==> src/rtl/lc3b_fetch_pkg.sv <==
// Shared types and constants for the LC-3b instruction-fetch sequencer.
package lc3b_fetch_pkg;

    localparam int unsigned PC_WIDTH    = 16;
    localparam int unsigned INSTR_BYTES = 2;
    localparam int unsigned CNT_WIDTH   = 8;

    typedef enum logic [2:0] {
        ST_INIT,
        ST_FETCH,
        ST_HOLD,
        ST_DRAIN,
        ST_FAULT
    } fetch_state_e;

endpackage

==> src/rtl/lc3b_fetch_ctrl.sv <==
// LC-3b fetch sequencer: drives the PC register, fetches over a ready handshake,
// hands instructions to decode and applies control-flow redirects.
module lc3b_fetch_ctrl
    import lc3b_fetch_pkg::*;
#(
    parameter logic [PC_WIDTH-1:0] RESET_VECTOR = 16'h0000,
    parameter int unsigned         MEM_TIMEOUT  = 15
) (
    input  logic                clock_50,
    input  logic                reset_n,
    input  logic [PC_WIDTH-1:0] pc_q,
    output logic                pc_load,
    output logic [PC_WIDTH-1:0] pc_next,
    output logic                mem_req,
    output logic [PC_WIDTH-1:0] mem_addr,
    input  logic                mem_ready,
    input  logic [PC_WIDTH-1:0] mem_rdata,
    output logic                ir_valid,
    output logic [PC_WIDTH-1:0] ir_data,
    output logic [PC_WIDTH-1:0] ir_pc_plus2,
    input  logic                ir_ready,
    input  logic                redirect_valid,
    input  logic [PC_WIDTH-1:0] redirect_addr,
    output logic                fetch_fault
);

    fetch_state_e          state_q, state_d;
    logic [CNT_WIDTH-1:0]  cnt_q, cnt_d;
    logic [PC_WIDTH-1:0]   ir_data_q, ir_data_d;
    logic [PC_WIDTH-1:0]   ir_pc_plus2_q, ir_pc_plus2_d;
    logic [PC_WIDTH-1:0]   drain_addr_q, drain_addr_d;

    logic [PC_WIDTH-1:0]   pc_plus2;
    logic [PC_WIDTH-1:0]   redirect_tgt;
    logic                  timeout;
    logic                  unused_redirect_lsb;

    assign pc_plus2            = pc_q + PC_WIDTH'(INSTR_BYTES);
    assign redirect_tgt        = {redirect_addr[PC_WIDTH-1:1], 1'b0};
    assign timeout             = (cnt_q == MEM_TIMEOUT[CNT_WIDTH-1:0]);
    assign unused_redirect_lsb = redirect_addr[0];

    assign ir_data     = ir_data_q;
    assign ir_pc_plus2 = ir_pc_plus2_q;

    always_ff @(posedge clock_50 or negedge reset_n) begin
        if (!reset_n) begin
            state_q       <= ST_INIT;
            cnt_q         <= '0;
            ir_data_q     <= '0;
            ir_pc_plus2_q <= '0;
            drain_addr_q  <= '0;
        end else begin
            state_q       <= state_d;
            cnt_q         <= cnt_d;
            ir_data_q     <= ir_data_d;
            ir_pc_plus2_q <= ir_pc_plus2_d;
            drain_addr_q  <= drain_addr_d;
        end
    end

    always_comb begin
        state_d       = state_q;
        cnt_d         = cnt_q;
        ir_data_d     = ir_data_q;
        ir_pc_plus2_d = ir_pc_plus2_q;
        drain_addr_d  = drain_addr_q;
        pc_load       = 1'b0;
        pc_next       = pc_plus2;
        mem_req       = 1'b0;
        mem_addr      = pc_q;
        ir_valid      = 1'b0;
        fetch_fault   = 1'b0;

        unique case (state_q)
            ST_INIT: begin
                pc_load = 1'b1;
                pc_next = RESET_VECTOR;
                cnt_d   = '0;
                state_d = ST_FETCH;
            end

            ST_FETCH: begin
                mem_req = 1'b1;
                if (mem_ready) begin
                    cnt_d   = '0;
                    pc_load = 1'b1;
                    if (redirect_valid) begin
                        pc_next = redirect_tgt;
                    end else begin
                        ir_data_d     = mem_rdata;
                        ir_pc_plus2_d = pc_plus2;
                        state_d       = ST_HOLD;
                    end
                end else if (timeout) begin
                    state_d = ST_FAULT;
                end else begin
                    cnt_d = cnt_q + 1'b1;
                    if (redirect_valid) begin
                        // The read is still in flight: remember its address for the drain.
                        pc_load      = 1'b1;
                        pc_next      = redirect_tgt;
                        drain_addr_d = pc_q;
                        state_d      = ST_DRAIN;
                    end
                end
            end

            ST_HOLD: begin
                ir_valid = !redirect_valid;
                cnt_d    = '0;
                if (redirect_valid) begin
                    pc_load = 1'b1;
                    pc_next = redirect_tgt;
                    state_d = ST_FETCH;
                end else if (ir_ready) begin
                    state_d = ST_FETCH;
                end
            end

            ST_DRAIN: begin
                mem_req  = 1'b1;
                mem_addr = drain_addr_q;
                if (mem_ready) begin
                    cnt_d   = '0;
                    state_d = ST_FETCH;
                end else if (timeout) begin
                    state_d = ST_FAULT;
                end else begin
                    cnt_d = cnt_q + 1'b1;
                end
                if (redirect_valid && (mem_ready || !timeout)) begin
                    pc_load = 1'b1;
                    pc_next = redirect_tgt;
                end
            end

            ST_FAULT: begin
                fetch_fault = 1'b1;
            end

            default: begin
                state_d = ST_INIT;
            end
        endcase
    end

endmodule
==> config.mk <==
export PLATFORM = sky130hd
export DESIGN_NAME = lc3b_fetch_ctrl
export DESIGN_NICKNAME = d
export VERILOG_FILES = /design/src/rtl/lc3b_fetch_pkg.sv /design/src/rtl/lc3b_fetch_ctrl.sv
export SDC_FILE = /design/constraint.sdc
export NUM_CORES = 1
export LEC_CHECK = 0
export ABC_AREA = 1
export BUFFER_PORTS_ARGS = -buffer_cell sky130_fd_sc_hd__buf_2
export CAP_MARGIN = 20
export CORE_AREA = 2 2 86 88
export CTS_BUF_LIST = sky130_fd_sc_hd__clkbuf_8
export DETAILED_ROUTE_END_ITERATION = 8
export DIE_AREA = 0 0 88 90
export PLACE_DENSITY = 0.89
export SLEW_MARGIN = 0
export SYNTH_ARGS = -nofsm -noshare
export SYNTH_HDL_FRONTEND = slang
export SYNTH_SLANG_ARGS = --single-unit
export TNS_END_PERCENT = 30
==> constraint.sdc <==
create_clock -name clock_50 -period 2.1 [get_ports clock_50]
set_clock_uncertainty 0.2 [all_clocks]
set_input_delay 0.315 -clock clock_50 [delete_from_list [all_inputs] [get_ports clock_50]]
set_output_delay 0.315 -clock clock_50 [all_outputs]
set_load 0.02 [all_outputs]
==> results.py <==
metrics = {
    "clocking": {
        "cts-root-buf": "clkbuf_8",
        "clk_latency_ps": 340,
        "cts_max_path_buffers": 2,
        "clock-sinks": 59,
        "cts.clk_slew.worst_paths_ps": 70,
        "tritoncts": "done",
        "cts_buffers": 9,
        "htree_levels": 3,
    },
    "final_layout": {
        "syn2layout_area_growth_pct": 47.2,
        "utilization_pct": 74.3,
        "final_common_cell": "nand2_1",
        "layout-drive-gt1-share_pct": 31.8,
        "nNetsFinal": 749,
        "final_cell_mix": "nand2_1 (197), buf_2 (93), dfrtp_1 (58), buf_4 (55), nand3_1 (49)",
        "fin_area_sq_mm": 0.00522,
        "diodes": 0,
    },
    "power_and_ir_drop": {
        "leakage_nw": 2.82,
        "finalPower_mw": 2.86,
        "ir_worst_vdd_uv": 324,
        "p_per_area_mw_per_mm2": 548,
    },
    "setup_path": {
        "cp.arrival_ps": 1960,
        "r2r_setup_slack_ps": 10,
        "crit_path_start_kind": "flop",
        "end_kind": "primary output",
        "crit_required_ps": 1580,
        "crit_type": "flop to primary output",
        "path_max_fanout": 5,
    },
    "yosys": {
        "synthArstFlopShare_pct": 100,
        "synthTopCellsByArea": "dfrtp_1 (42%), nand2_1 (22%), o21ai_0 (7.5%)",
        "synth_nets": 573,
        "synth_warnings": 0,
        "avgSynthCellArea_sq_um": 6.84,
        "ys.flop_type": "dfrtp_1",
        "synth_largest_area_cell": "dfrtp_1",
        "ys_ff_latch": 59,
        "synth_top_area_share_pct": 41.7,
        "synth_area_sq_mm": 0.00354,
        "synth-edff-count": 0,
        "netlist_instances": 518,
        "synth.distinct_cells": 32,
        "ys_seq_area_share_pct": 41.7,
    },
    "route": {
        "firstDrtPassIters": 5,
        "vias": 4228,
        "dr.first_iter.drc_count": 313,
        "post-route-drc-count": 0,
        "wl_per_cell_um": 14.3,
        "viasPerCell": 5.30,
        "ant_nets": 0,
        "finalWirelength_um": 11400,
    },
    "placed_design": {
        "placed_cell_area_sq_mm": 0.00456,
        "placement.io_buffers": 119,
        "place.gp.congestion": 0.928,
        "hpwl_um": 7900,
    },
    "hold_path": {
        "hold_class": "primary input to flop",
    },
    "floorplan": {
        "rows": 31,
        "fp.dieArea_sq_mm": 0.00792,
        "num_io_pins": 121,
        "fp.dieW_um": 88,
        "core_area_sq_mm": 0.00702,
        "die_h_um": 90,
        "start_util_pct": 50.5,
    },
    "sta": {
        "rsz0062_at_grt": "true",
        "drv_slew": 0,
        "finalHoldViolCount": 0,
        "final.setup.worst_slack_ps": -370,
        "relSlewSlack_pct": 59.3,
        "fin_tns_setup_ps": -6890,
        "worst_pin_slew_ps": 609,
        "max_freq_mhz": 405,
        "period_needed_ps": 2470,
        "period_share_pct": 118,
        "whs_ps": 118,
        "setup_viol_count_final": 33,
    },
    "grt": {
        "antenna_found_initial": 0,
        "grt_pass1_vias": 4180,
        "grt_usage_pct": 29.1,
        "grt_max_degree": 60,
        "grt_pass1_wl_um": 18400,
        "grt.overflow.total": 0,
    },
    "job": {
        "maxCapViolations": 0,
    },
    "run_status": {
        "status": "finished with violations",
        "violations": "negative setup slack",
    },
}
[worst max-delay path: stages, from the launching register on]
cell      delay, ps
dfrtp_1         360
ha_2            190
nand2_2          70
nor2_4          110
nand3_4         130
nand2_4          90
nand2_2          80
a21boi_4        220
buf_6           160
o21ai_2          70
buf_6           130
[Yosys cell counts, types with 2 or more instances]
master    instances
clkbuf_1          4
buf_2            11
buf_6             2
inv_2             4
inv_1            46
nor2_1           31
o211ai_1          2
ha_1              2
nand4_1          10
dfrtp_1          59
a31oi_1           2
nand3_1          50
xor2_1            8
a21oi_1           8
or2_2             2
nor3_1            5
o21ai_0          53
clkinv_1          2
nand2_1         204
[power breakdown]
part,switching [mW],leakage [nW],internal [mW]
clock,0.460,0.117,0.727
combinational,0.289,1.91,0.201
sequential,0.0163,0.793,1.16
[path summary, 6_finish.rpt]
check                             from         endpoint  cells past startpoint
hold / removal                 pc_q[8]  drain_addr_q[8]                      3
hold reg to reg            ir_data[13]      ir_data[13]                      2
max in group asynchronous      reset_n       state_q[0]                      3
setup / recovery              cnt_q[1]       pc_next[4]                     10
setup reg to reg            state_q[1]   ir_pc_plus2[8]                      8
min in group asynchronous      reset_n  drain_addr_q[5]                      3
[per-stage QoR]
| stage | setup slack [ps] | cells |
|---|---|---|
| 2_1_floorplan | -110 | 518 |
| 3_3_place_gp | -119 | 765 |
| 3_5_place_dp | -165 | 765 |
| 4_1_cts | -418 | 799 |
| 5_1_grt | -483 | 798 |
| 6_report | -370 | 798 |
[layout make-up]
type,instances,area (sq um)
Multi-Input combinational cell,387,1880
Fill cell,528,1810
Sequential cell,59,1480
Timing Repair Buffer,184,1290
Inverter,53,215
Clock buffer,11,151
Tap cell,99,124
Clock inverter,5,76.3
[cells by family (layout without fill, tap and decap cells)]
family / after synthesis / in the layout / share of synthesized area [%]
flops: 59 / 59 / 41.7
simple gates: 308 / 308 / 36.6
fa+ha+maj: 2 / 2 / 0.706
buf+inv: 72 / 253 / 8.69
xor+xnor: 9 / 9 / 2.22
compound gates: 68 / 68 / 10.1
[layer usage]
metal | routed length (um) | part of all wire [%] | GRT usage (%)
met5 | 0 | 0 | 0
met2 | 5660 | 49 | 49.9
met3 | 981 | 8.6 | 4.78
met4 | 450 | 3.9 | 13.3
met1 | 4340 | 38 | 35.0
[registers in the layout, indices dropped and copies added, names as in the netlist]
signal        cells
drain_addr_q     16
ir_data          16
ir_pc_plus2      16
cnt_q             8
state_q           3
[repair_timing]
| item | in CTS | in global routing |
|---|---|---|
| hold buffers | 17 | 0 |
| setup buffers | 1 | 0 |
| endpoints found under the hold margin | 75 | 0 |
| pin swaps | 9 | 9 |
| gates resized for setup | 70 | 28 |
| setup endpoints to repair | 33 | 40 |
Note: power is estimated with default switching activity, not from simulation.
